**config.mk**
```make
export PLATFORM = sky130hd
export DESIGN_NAME = serial_bit_source
export DESIGN_NICKNAME = d
export VERILOG_FILES = /design/src/rtl/serial_bit_source.sv
export SDC_FILE = /design/constraint.sdc
export NUM_CORES = 1
export LEC_CHECK = 0
export ABC_AREA = 0
export ABC_CLOCK_PERIOD_IN_PS = 1550
export CORE_UTILIZATION = 40
export CTS_CLUSTER_SIZE = 30
export DETAILED_ROUTE_END_ITERATION = 10
export PLACE_DENSITY = 0.74
export RECOVER_POWER = 25
export REMOVE_ABC_BUFFERS = 1
export SYNTH_ARGS = -nofsm -noshare
export SYNTH_HDL_FRONTEND = slang
export SYNTH_SLANG_ARGS = --single-unit
export TNS_END_PERCENT = 5
```
**constraint.sdc**
```tcl
create_clock -name clk -period 1.55 [get_ports clk]
set_input_delay 0.155 -clock clk [delete_from_list [all_inputs] [get_ports clk]]
set_output_delay 0.155 -clock clk [all_outputs]
set_load 0.05 [all_outputs]
```
**src/rtl/serial_bit_source.sv**
```systemverilog
// serial_bit_source: parallel-to-serial shifter (MSB first) with a one-word
// hold buffer so back-to-back words stream out with no idle gap.
module serial_bit_source #(
  parameter int unsigned WIDTH    = 8,
  parameter logic        IDLE_BIT = 1'b0
) (
  input  logic             clk,
  input  logic             rst,
  input  logic             load_valid,
  input  logic [WIDTH-1:0] load_data,
  output logic             load_ready,
  output logic             bit_out,
  output logic             bit_valid,
  output logic             word_done,
  output logic             busy
);

  localparam int unsigned CW = $clog2(WIDTH);
  localparam logic [CW-1:0] LAST = CW'(WIDTH - 1);

  typedef enum logic {
    IDLE,
    SHIFT
  } state_t;

  state_t           state_q, state_d;
  logic [WIDTH-1:0] sr_q, sr_d;
  logic [CW-1:0]    cnt_q, cnt_d;
  logic [WIDTH-1:0] hold_q, hold_d;
  logic             full_q, full_d;
  logic             bit_q, bit_d;
  logic             bv_q, bv_d;
  logic             wd_q, wd_d;
  logic             ready_q, ready_d;
  logic             busy_q, busy_d;
  logic             accept;

  assign accept     = load_valid & ready_q;
  assign load_ready = ready_q;
  assign bit_out    = bit_q;
  assign bit_valid  = bv_q;
  assign word_done  = wd_q;
  assign busy       = busy_q;

  // Next-state: shifter/hold movement and the registered output values.
  always_comb begin
    state_d = state_q;
    sr_d    = sr_q;
    cnt_d   = cnt_q;
    hold_d  = hold_q;
    full_d  = full_q;
    bit_d   = IDLE_BIT;
    bv_d    = 1'b0;
    wd_d    = 1'b0;

    case (state_q)
      IDLE: begin
        if (accept) begin
          state_d = SHIFT;
          sr_d    = load_data;
          cnt_d   = '0;
        end
      end
      SHIFT: begin
        if (cnt_q == LAST) begin
          // Bit 0 is on the line: reload from hold, then from input, else stop.
          if (full_q) begin
            sr_d   = hold_q;
            cnt_d  = '0;
            full_d = 1'b0;
          end else if (accept) begin
            sr_d  = load_data;
            cnt_d = '0;
          end else begin
            state_d = IDLE;
            cnt_d   = '0;
          end
        end else begin
          sr_d  = {sr_q[WIDTH-2:0], 1'b0};
          cnt_d = cnt_q + CW'(1);
          if (accept) begin
            hold_d = load_data;
            full_d = 1'b1;
          end
        end
      end
      default: begin
        state_d = IDLE;
      end
    endcase

    if (state_d == SHIFT) begin
      bit_d = sr_d[WIDTH-1];
      bv_d  = 1'b1;
      wd_d  = (cnt_d == LAST);
    end
    ready_d = ~full_d;
    busy_d  = (state_d == SHIFT) | full_d;
  end

  // State and output registers with synchronous reset.
  always_ff @(posedge clk) begin
    if (rst) begin
      state_q <= IDLE;
      sr_q    <= '0;
      cnt_q   <= '0;
      hold_q  <= '0;
      full_q  <= 1'b0;
      bit_q   <= IDLE_BIT;
      bv_q    <= 1'b0;
      wd_q    <= 1'b0;
      ready_q <= 1'b1;
      busy_q  <= 1'b0;
    end else begin
      state_q <= state_d;
      sr_q    <= sr_d;
      cnt_q   <= cnt_d;
      hold_q  <= hold_d;
      full_q  <= full_d;
      bit_q   <= bit_d;
      bv_q    <= bv_d;
      wd_q    <= wd_d;
      ready_q <= ready_d;
      busy_q  <= busy_d;
    end
  end

endmodule

```
==> impl_summary.log, run 1 <==
[metrics] instance area at placement: ~0.0013 sq mm
[metrics] IR drop worst, VDD: 0.0006288 V
[metrics] fraction of power consumed by combinational cells: 18.7%
[metrics] cell count after synthesis: about 110
[metrics] Pins Over Slew Limit: 0
[metrics] Yosys warning count: 0
[metrics] share of power burned in the clock network: between 20% and 30%
[metrics] first-pass detailed-route iteration total: 4
[metrics] width of the chip: roughly 54 um
[metrics] Slew @ Worst Pin: 593.3 ps
[metrics] count of antenna-violating nets left after detailed routing: 0
[metrics] Fin Clk Skew: 3.797 ps
[metrics] vias after detailed routing: 873
[metrics] latest clock arrival within the worst-skew pair: about 320 ps
[metrics] result of the run: complete, no violations
[metrics] power spent charging and discharging nets: 0.3534 mW
[metrics] shortest period the worst path allows: ~1500 ps
[metrics] pre-CTS worst setup slack: -29.88 ps
[metrics] floorplan die height: between 50 and 60 um
[metrics] global-route wire length before repair: 3801 um
[metrics] total power divided by cell area: about 950 mW/mm^2
[metrics] Routed wire per std cell: approximately 14 um
[metrics] number of DRC markers in iteration 0: 25
[metrics] # rows: 18
[metrics] H-tree levels: 1
[metrics] number of I/O port buffers: 15
[metrics] via density per instance: roughly 5.4
[metrics] switching part of the total: approximately 28%
[metrics] total clock buffers created by CTS: 3
[metrics] Internal: ~0.91 mW
[metrics] design area: 0.001335 sq mm
[metrics] final weighted congestion of routability-driven global placement: 0.7704
[metrics] DRC Markers: 0
[metrics] Antenna Diode Count: 0
[metrics] summed negative setup slack over all endpoints: 0 ps
[metrics] element type at the critical path start: flip-flop
[metrics] setup repair after global routing missed its margin: no
[metrics] Total Die Area: 0.002892 sq mm
[metrics] register clock-pin slew on the reported worst setup and hold paths: approximately 130 ps
[metrics] grt ovf: 0
[metrics] starting utilization of the core area: 42.89%
[metrics] number of cells after detailed placement: between 150 and 200
[metrics] final count of negative-setup-slack endpoints: 0
[metrics] antenna violations before repair: 0
[metrics] post-layout net count: roughly 150
[metrics] maximum capacitance violations: 0
[metrics] Top-Level Pins: 16
[metrics] Non-Filler Instances: ~160
[metrics] post-synth cell types: 32
[metrics] Clock Sinks: 24
[metrics] Max Clock Freq: roughly 0.69 GHz
[metrics] final worst-path setup slack: 98.06 ps
[metrics] number of buffers added to fix hold violations after cts: 0
[metrics] clock root cell: sky130_fd_sc_hd__clkbuf_4
[metrics] critical setup path kind: flip-flop to flip-flop
[metrics] layout-stage area growth over the synthesis result: 24.50%
[metrics] via count of the first global-routing pass: 814
[metrics] final core utilization: between 50% and 60%
[metrics] core footprint: around 0.0025 sq mm
[metrics] Tot GR Track Use: 18.56%
[metrics] synthesized area divided by synthesized cell count: just under 10 sq um
[metrics] worst hold-check path type: primary input to flip-flop
[metrics] pin count of the biggest net entering global routing: 15
[metrics] flip-flop and latch count after synthesis: 24
[metrics] leading cell types in the layout, fill and taps excluded: sky130_fd_sc_hd__dfxtp_1 (23), sky130_fd_sc_hd__nand2_1 (18), sky130_fd_sc_hd__a21oi_1 (16)
[metrics] mapped cell area: around 0.0011 sq mm
[metrics] path depth of the worst reg2reg path: 6
[metrics] maximum fanout count along the critical path: 8
[metrics] CTS tree: yes
[metrics] register area share after synthesis: ~45%
[metrics] Fin. Hold Viols: 0
[metrics] sequential cell fraction of total power: a little over half
[metrics] Pleak: approximately 0.49 nW
[metrics] maximum buffer depth of the clock tree: 2
[metrics] required time reported for the critical path endpoint: roughly 1800 ps
[metrics] Worst setup EP type: flip-flop
[metrics] fraction of final layout cells with drive strength greater than 1: 19.70%
[metrics] hold path cells: 3
[metrics] period utilisation layout: a little over nine tenths
[metrics] most common cell after layout, fill and taps aside: sky130_fd_sc_hd__dfxtp_1
[metrics] max_slew headroom: between 60% and 70%
[metrics] CP Data Arrival Time: around 1700 ps
[metrics] final WL: approximately 2300 um
[metrics] detailed-placement wirelength estimate: 1703 um
-- sequential cells by signal, indices dropped and copies added (netlist names) --
register	flops
word_done	1
hold_q	8
busy	1
state_q	1
full_q	1
sr_q	7
bit_out	1
load_ready	1
cnt_q	3
-- through the flow --
stage                     hold slack, ps  power, mW
after floorplan                    224.1     0.8266
after global placement             437.5     0.9369
after detailed placement           450.5     0.9446
after CTS                          388.7      1.275
after global routing               403.3      1.320
final                              391.3      1.266
-- repair_timing --
item / CTS / global route
gates cloned: 0 / 0
gates resized for setup: 1 / 5
buffers inserted: 0 / 0
setup endpoints to repair: 3 / 9
-- cells in the mapped netlist --
cell type / count / area [sq um]
sky130_fd_sc_hd__buf_4: 2 / 15.01
sky130_fd_sc_hd__mux2i_1: 5 / 50.05
sky130_fd_sc_hd__a211oi_1: 6 / 45.04
sky130_fd_sc_hd__nand2_2: 1 / 6.260
sky130_fd_sc_hd__nand3b_1: 2 / 15.01
sky130_fd_sc_hd__a21boi_2: 1 / 11.26
sky130_fd_sc_hd__a21oi_1: 16 / 80.08
sky130_fd_sc_hd__buf_2: 3 / 15.01
sky130_fd_sc_hd__and3_1: 1 / 6.260
sky130_fd_sc_hd__inv_2: 1 / 3.750
sky130_fd_sc_hd__nor3b_1: 1 / 7.510
sky130_fd_sc_hd__o221ai_1: 1 / 8.760
sky130_fd_sc_hd__nand2_8: 1 / 20.02
sky130_fd_sc_hd__dfxtp_1: 24 / 480.5
sky130_fd_sc_hd__o21ai_0: 1 / 5.000
sky130_fd_sc_hd__nand2b_2: 1 / 8.760
sky130_fd_sc_hd__o32ai_1: 5 / 43.79
sky130_fd_sc_hd__nand2_1: 19 / 71.32
sky130_fd_sc_hd__inv_1: 2 / 7.510
sky130_fd_sc_hd__nand3_1: 2 / 10.01
sky130_fd_sc_hd__nand4b_4: 1 / 23.77
sky130_fd_sc_hd__buf_6: 2 / 22.52
sky130_fd_sc_hd__nor2_1: 2 / 7.510
sky130_fd_sc_hd__nand2b_1: 2 / 12.51
sky130_fd_sc_hd__a221oi_1: 1 / 8.760
sky130_fd_sc_hd__mux2_4: 1 / 15.01
sky130_fd_sc_hd__a31o_1: 1 / 8.760
sky130_fd_sc_hd__ha_1: 2 / 25.02
sky130_fd_sc_hd__and4b_1: 1 / 10.01
sky130_fd_sc_hd__a2111oi_2: 1 / 15.01
sky130_fd_sc_hd__nor3_1: 1 / 5.000
sky130_fd_sc_hd__a22oi_1: 1 / 7.510
-- area by class of cell --
cell class	count	area (sq um)
fillers	227	1165
clock buffers	4	36.28
inverters	3	11.26
multi-input cells	77	553.0
repair buffers	24	215.2
well taps	30	37.54
flip-flops and latches	24	481.7
-- cells by family (layout without fill, tap and decap cells) --
group                    count (synthesis)  after routing  share of synthesized area, %
AO/OA/AOI/OAI                           34             34                         21.82
adder cells (fa/ha/maj)                  2              2                         2.333
buffers and inverters                   10             31                         5.950
flip-flops                              24             24                         44.81
multiplexers                             6              6                         6.067
AND/OR/NAND/NOR                         35             35                         19.02
-- worst paths after layout --
path	start	to	slack [ps]
setup / recovery	cnt_q[0]	hold_q[5]	100
hold reg to reg	hold_q[7]	hold_q[7]	470
hold / removal	load_data[1]	hold_q[1]	390
setup reg to reg	cnt_q[0]	hold_q[5]	100
-- power groups by stage --
stage | registers, mW | clock network (mW) | logic, mW
after global routing | 0.699 | 0.365 | 0.256
after global placement | 0.703 | 0 | 0.234
after CTS | 0.691 | 0.344 | 0.240
after detailed placement | 0.705 | 0 | 0.240
final | 0.693 | 0.336 | 0.237
after floorplan | 0.726 | 0 | 0.101
-- layer usage --
metal | part of all wire [%] | wire length (um) | GRT usage (%) | vias to the layer above
met5 | 0 | 0 | 0 | -
met4 | 1.9 | 43 | 11.84 | 0
met3 | 4.2 | 97 | 3.672 | 5
met2 | 45 | 1045 | 27.37 | 21
met1 | 49 | 1117 | 24.44 | 402
li1 | - | - | - | 445
-- critical path: stages (launching register included) --
cell and delay (ps):
sky130_fd_sc_hd__dfxtp_1 350, sky130_fd_sc_hd__ha_1 230, sky130_fd_sc_hd__ha_4 200, sky130_fd_sc_hd__and4b_1 290, sky130_fd_sc_hd__buf_4 140, sky130_fd_sc_hd__nand2_1 60, sky130_fd_sc_hd__a21oi_1 130
No activity file was read; power rests on OpenSTA's default activity.
==> inputs of run 2 (changes only) <==
SLEW_MARGIN = 20   (was unset)
==> results of run 2 <==
No change in the layout: final DEF, timing and power equal those of run 1.
